<file path="src/rtl/mem_wb_stage_pkg.sv">
// Shared definitions for the memory and write-back stages: datapath
// defaults and the load-size encoding carried down the pipeline.
package mem_wb_stage_pkg;

  localparam int DATA_W_DEF = 32;
  localparam int REG_W_DEF  = 5;

  // Load size as presented by the memory stage. The reserved code is
  // treated as a full word by the extender.
  typedef enum logic [1:0] {
    LEN_WORD = 2'b00,
    LEN_BYTE = 2'b01,
    LEN_HALF = 2'b10,
    LEN_RSVD = 2'b11
  } load_len_e;

  // Control bits of the write-back slot.
  typedef struct packed {
    logic valid;
    logic reg_write;
    logic halted;
  } wb_ctrl_t;

  // Register-file write enable: only real instructions that target a
  // register other than x0 may write.
  function automatic logic rf_write_en(input logic valid,
                                       input logic reg_write,
                                       input logic dest_nonzero);
    return valid & reg_write & dest_nonzero;
  endfunction

endpackage

</file>
<file path="src/rtl/mem_wb_stage_load_extender.sv">
// Load extender: aligns the memory read word down to the loaded size and
// sign- or zero-extends it. Byte and half data arrive in the top bits of
// the read word; the low bits are undefined and are never looked at.
module load_extender
  import mem_wb_stage_pkg::*;
#(
  parameter int DATA_W = DATA_W_DEF
) (
  input  logic [DATA_W-1:0] inMemData,
  input  logic [1:0]        inLength,
  input  logic              inUnsigned,
  output logic [DATA_W-1:0] outExtended
);

  logic [7:0]  byte_w;
  logic [15:0] half_w;
  logic        byte_fill;
  logic        half_fill;

  assign byte_w    = inMemData[DATA_W-1 -: 8];
  assign half_w    = inMemData[DATA_W-1 -: 16];
  // Fill bit is the loaded value's own MSB for signed loads, 0 otherwise.
  assign byte_fill = byte_w[7]  & ~inUnsigned;
  assign half_fill = half_w[15] & ~inUnsigned;

  // Select and extend by load size; word and reserved pass through.
  always_comb begin
    outExtended = inMemData;
    case (load_len_e'(inLength))
      LEN_BYTE: outExtended = {{(DATA_W-8){byte_fill}}, byte_w};
      LEN_HALF: outExtended = {{(DATA_W-16){half_fill}}, half_w};
      default:  outExtended = inMemData;
    endcase
  end

endmodule

</file>
<file path="src/rtl/mem_wb_stage.sv">
// MEM/WB pipeline register. Captures the EX/MEM slot once per cycle,
// selects ALU or extended load data, and keeps a sticky halt flag plus a
// retired-instruction counter for debug. Every output comes straight
// from a flop.
module mem_wb_stage
  import mem_wb_stage_pkg::*;
#(
  parameter int DATA_W = DATA_W_DEF,
  parameter int REG_W  = REG_W_DEF
) (
  input  logic              clk,
  input  logic              rst,
  input  logic              stop_debug,
  input  logic              flush,
  input  logic              inValid,
  input  logic              inRegWrite,
  input  logic              inMemToReg,
  input  logic [1:0]        inLength,
  input  logic              inUnsigned,
  input  logic              inHalt,
  input  logic [REG_W-1:0]  inWriteReg,
  input  logic [DATA_W-1:0] inALUResult,
  input  logic [DATA_W-1:0] inMemData,
  output logic              outValid,
  output logic              outRegWrite,
  output logic [REG_W-1:0]  outWriteReg,
  output logic [DATA_W-1:0] outWriteData,
  output logic              outHalted,
  output logic [31:0]       outRetired
);

  wb_ctrl_t          ctrl_q, ctrl_d;
  logic [REG_W-1:0]  write_reg_q, write_reg_d;
  logic [DATA_W-1:0] write_data_q, write_data_d;
  logic [31:0]       retired_q, retired_d;

  logic [DATA_W-1:0] load_ext;
  logic [DATA_W-1:0] sel_data;

  load_extender #(
    .DATA_W (DATA_W)
  ) u_load_ext (
    .inMemData   (inMemData),
    .inLength    (inLength),
    .inUnsigned  (inUnsigned),
    .outExtended (load_ext)
  );

  assign sel_data = inMemToReg ? load_ext : inALUResult;

  // Next-state selection: debug freeze holds everything; a halted core
  // and a flush both insert a bubble but keep the last write address and
  // data so downstream forwarding sees stable values.
  always_comb begin
    ctrl_d       = ctrl_q;
    write_reg_d  = write_reg_q;
    write_data_d = write_data_q;
    retired_d    = retired_q;
    if (!stop_debug) begin
      if (ctrl_q.halted || flush) begin
        ctrl_d.valid     = 1'b0;
        ctrl_d.reg_write = 1'b0;
      end else begin
        ctrl_d.valid     = inValid;
        ctrl_d.reg_write = rf_write_en(inValid, inRegWrite, inWriteReg != '0);
        ctrl_d.halted    = inValid & inHalt;
        write_reg_d      = inWriteReg;
        write_data_d     = sel_data;
        if (inValid) retired_d = retired_q + 32'd1;
      end
    end
  end

  // Pipeline register with synchronous reset that discards the slot.
  always_ff @(posedge clk) begin
    if (rst) begin
      ctrl_q       <= '0;
      write_reg_q  <= '0;
      write_data_q <= '0;
      retired_q    <= '0;
    end else begin
      ctrl_q       <= ctrl_d;
      write_reg_q  <= write_reg_d;
      write_data_q <= write_data_d;
      retired_q    <= retired_d;
    end
  end

  assign outValid     = ctrl_q.valid;
  assign outRegWrite  = ctrl_q.reg_write;
  assign outHalted    = ctrl_q.halted;
  assign outWriteReg  = write_reg_q;
  assign outWriteData = write_data_q;
  assign outRetired   = retired_q;

endmodule
</file>
<file path="config.mk">
export PLATFORM = sky130hd
export DESIGN_NAME = mem_wb_stage
export DESIGN_NICKNAME = d
export VERILOG_FILES = /design/src/rtl/mem_wb_stage_pkg.sv /design/src/rtl/mem_wb_stage_load_extender.sv /design/src/rtl/mem_wb_stage.sv
export SDC_FILE = /design/constraint.sdc
export NUM_CORES = 1
export LEC_CHECK = 0
export BUFFER_PORTS_ARGS = -buffer_cell sky130_fd_sc_hd__buf_2
export CAP_MARGIN = 20
export CORE_ASPECT_RATIO = 0.8
export CORE_MARGIN = 1.5
export CORE_UTILIZATION = 40
export DETAILED_ROUTE_END_ITERATION = 6
export GPL_TIMING_DRIVEN = 0
export PLACE_DENSITY = 0.69
export SLEW_MARGIN = 20
export SYNTH_ARGS = -nofsm -noshare
export SYNTH_HDL_FRONTEND = slang
export SYNTH_SLANG_ARGS = --single-unit
</file>
<file path="constraint.sdc">
create_clock -name clk -period 3.2 [get_ports clk]
set_input_delay 0.64 -clock clk [delete_from_list [all_inputs] [get_ports clk]]
set_output_delay 0.64 -clock clk [all_outputs]
set_load 0.005 [all_outputs]
</file>
* After elaboration in Yosys (flattened, before gate mapping)
Cells that the tools add are included.
Storage, ports and cells: register bits after elaboration 72, bits of input ports 80, word-level logic and storage cells 23, output and inout bits 72
Cells by class: mux-type cells 3, reduce and logical (&&, ||, !) cells 4, add/sub/neg operators 1, eq/ne operators 2, bitwise operators 7
Operator list (count):
- $pmux W32 S2 | 1
- $add A32 B1 Y32 const B | 1
- $mux W32 | 1
- $reduce_bool A5 Y1 | 1
- $and A1 B1 Y1 | 4
- $not A1 Y1 | 3
- $reduce_and A3 Y1 | 1
- $eq A2 B1 Y1 const B | 1
- $eq A2 B2 Y1 const B | 1
- $mux W2 | 1
- $reduce_and A2 Y1 | 1
- $logic_or A1 B1 Y1 | 1

* Longest topological paths before layout
depth after elaboration 4, gate-level depth with buffers 8, depth with buffers taken out 6

* By module
Synthesis repeated with hierarchy kept, for this count alone.
Unflattened totals: cells, all modules 460, area total of the unflattened synthesis 3784.9 sq um
Modules (own cells, without submodules):
- mem_wb_stage | instances 1, cells an instance 363, sequential area each 1441.4 sq um, area each 3238.1 sq um
- load_extender | instances 1, cells an instance 97, sequential area each 0.0 sq um, area each 546.8 sq um

* Least setup slack after synthesis
OpenSTA, ideal clock, no wires.
path type in2reg, start input stop_debug, end register retired_q[30] (netlist: outRetired[30]), cell stages on the path 6, slack 0.555 ns, arrival 2.524 ns, setup time 0.121 ns, path buffers 2, required time 3.079 ns, path through or4b_1 > buf_2 > or4_1 > buf_2 > nor4_1 > mux2_2
Between the ends: word-level cells in the longest chain between the ends 2
Ends and longest elaborated chain:
- from (decl) | line mem_wb_stage.sv:13 | input logic stop_debug,
- $not A1 Y1 (no line)
- $reduce_and A3 Y1 (no line)
- to (signal assigned) | line mem_wb_stage.sv:85 | retired_q <= retired_d;
- to (decl) | line mem_wb_stage.sv:35 | logic [31:0] retired_q, retired_d;
No other way between the ends. A chain may end at the register's enable or synchronous reset.

* Final worst setup path
Ends and elaborated chain as after synthesis.

==> results.md <==
* Status: complete, no violations
* Crit-path max FO at 10
* Worst-path clk slew at 0.06 ns
* Share of the synthesized area in the top cell type at 0.398
* Fmax at 387 MHz
* Mapped Area at 0.00362 mm²
* Antenna diode count at 0
* Final-report setup violation count at 0
* DRC errors left at 0
* Remaining antenna violation count at 0
* Slew @ Worst Pin at 0.983 ns
* Syn Nets at 543
* Die extent in x at 109 µm
* Area leader, netlist: dfxtp_1
* Warnings from Yosys at 0
* Vias in the first global route at 3,574
* Initial antenna violation count at 0
* Register area share after synthesis at 0.398
* Hold WS at 0.454 ns
* Critical Path AT at 2.80 ns
* Worst slack, placed at 0.274 ns
* Largest net degree at the start of global routing at 13
* Max Transition Viols Final at 0
* Max_slew headroom at 0.335
* Cell variety after synth at 38
* Grt ovf at 0
* RD Place Congestion at 0.990
* Synthesized flop and latch total at 72
* Buffers on Ports at 151
* Clock latency on the worst-skew pair at 0.33 ns
* MaxCap Viol Count at 0
* Vias per inst at 5.42
* Fin crit period at 2.59 ns
* Post-synthesis cell count at 460
* Avg Synthesized Cell Area at 7.87 µm²
* WL/cell at 15.6 µm
* Starting Density at 0.419
* Buffer depth of the longest clock path at 2
* Core Box Area at 0.00863 mm²
* Worst setup EP type: flip-flop
* Fin util at 0.559
* Final Skew at 0.00608 ns
* H-tree Lvls at 3
* Synth top area cells: dfxtp_1 40%, nand2_1 6.7%, a21oi_1 5.8%
* RSZ-0062 raised after global routing: false
* Data required time at the worst endpoint at 3.42 ns
* CTS tree: built
* Static leakage at 2.02 nW
* Final wirelength at 11.5 mm
* Setup TNS at 0 ns
* Hold Buf Count CTS at 0
* FP Rows at 30
* Worst Setup Slack, final at 0.614 ns
* Crit path kind: input pin to flip-flop
* Worst Hold Class: flip-flop to flip-flop
* First-pass GRT wire length at 18.1 mm
* Total GRT Usage at 0.245
* Clk root buf: clkbuf_16
* Ports at 152
* Final Hold Viols at 0
* Buffer count from post-CTS setup fixing at 0
* Final Non-Filler Cells at 739
* Cell area power density at 466 mW/mm²
* Final nets at 705
* DRT iter0 DRCs at 253
* Vias at 4,004
* Die Height at 88.1 µm
* Router iterations before antenna repair at 5
* CTS Sinks at 72
* Share of cells above drive strength 1 at 0.284
* HPWL after DPL at 8.95 mm
* CTS Buf Count at 9
* Die ar. at 0.00964 mm²
* Peak supply drop at 0.343 mV
* Gates resized, CTS repair at 0
* Synthesis-to-finish area growth at 33.2%
* Crit share post-route at 0.808
* Dpl cells at 723
* Startpoint types: input pin
placed cells by master (no fill, tap or decap), drive strengths merged, types with 11 or more instances in the layout:
master  synthesis  routed
nor2           32      32
dfxtp          72      72
nand3          11      11
nor2b          13      13
or4            13      13
nand2          65      65
a21o           16      16
a211oi         16      16
o21ai          29      29
a21oi          42      42
clkbuf         27      38
buf            10     161
synthesized netlist by cell type:
cell       instances
o31ai_1           10
mux2_2             5
a21o_1            16
xor2_1             3
a211o_1            8
o41ai_1            2
and3_1             1
nand4bb_1          1
and4_1             2
nand3_1           11
nor4_1             8
nor2b_1           13
nand2_1           65
o41a_1             1
buf_2              4
a31oi_1            8
nand4_1            8
or4_1             13
and3b_1            1
or4b_1             1
nor4b_1            1
xnor2_1            6
nor3_1             4
nor2_1            32
a22oi_1            8
clkbuf_1          27
nand4b_1           1
o21ai_0           29
or3_1              6
o211ai_1           9
buf_1              6
ha_1               3
a21oi_1           42
or2_2              2
inv_1              7
dfxtp_1           72
a211oi_1          16
nand2b_1           8
power breakdown:
group | switching, W | leakage [nW] | internal, W
Clock | 0.000370 | 0.148 | 0.000642
Sequential | 0.0000160 | 0.586 | 0.000928
Combinational | 0.000168 | 1.29 | 0.000124
stage by stage:
stage               total power (W)  area (µm²)
finish                      0.00225        4820
detailed placement          0.00125        4520
global placement            0.00124        4520
CTS                         0.00227        4820
global route                0.00235        4820
floorplan                   0.00111        3620
cell type report:
cell class | instances | area (µm²)
Fill cell | 840 | 3810
Multi-Input combinational cell | 344 | 2010
Sequential cell | 72 | 1440
Timing Repair Buffer | 151 | 756
Clock buffer | 11 | 253
Buffer | 37 | 144
Tap cell | 112 | 140
Clock inverter | 5 | 55.1
Inverter | 7 | 26.3
registers in the layout, indices dropped and copies added, names as in the netlist:
name and count:
outValid 1, outWriteData 32, outWriteReg 5, outHalted 1
outRetired 32, outRegWrite 1
layer usage:
| layer | up-vias | global-route usage | wire (µm) |
|---|---|---|---|
| met2 | 148 | 0.340 | 4860 |
| met3 | 23 | 0.0670 | 823 |
| li1 | 2001 | - | - |
| met1 | 1832 | 0.355 | 5620 |
| met5 | - | 0 | 0 |
| met4 | 0 | 0.0945 | 244 |
cell families (layout without fill, tap and decap cells):
logic type | after synthesis | after routing | share of synthesized area
buffers and inverters | 44 | 211 | 0.0470
DFF | 72 | 72 | 0.398
muxes | 5 | 5 | 0.0155
and+or+nand+nor | 178 | 178 | 0.246
adders and majority gates | 3 | 3 | 0.0104
xor gates and xnor gates | 9 | 9 | 0.0218
AOI/OAI and AO/OA | 149 | 149 | 0.262
path summary, 6_finish.rpt:
path | endpoint | from | cells after the start | slack (ns)
worst min-delay path | outWriteData[17] | outWriteData[17] | 2 | 0.45
worst min register to register | outWriteData[17] | outWriteData[17] | 2 | 0.45
worst max register to register | outRetired[30] | outHalted | 6 | 0.67
worst max-delay path | outRetired[30] | stop_debug | 7 | 0.61
critical path, stage by stage:
cell,delay (ns)
buf_2,0.13
or4b_1,0.48
buf_2,0.19
or4_1,0.51
buf_2,0.19
nor4_1,0.28
mux2_2,0.38
(Power assumes the default switching activity.)
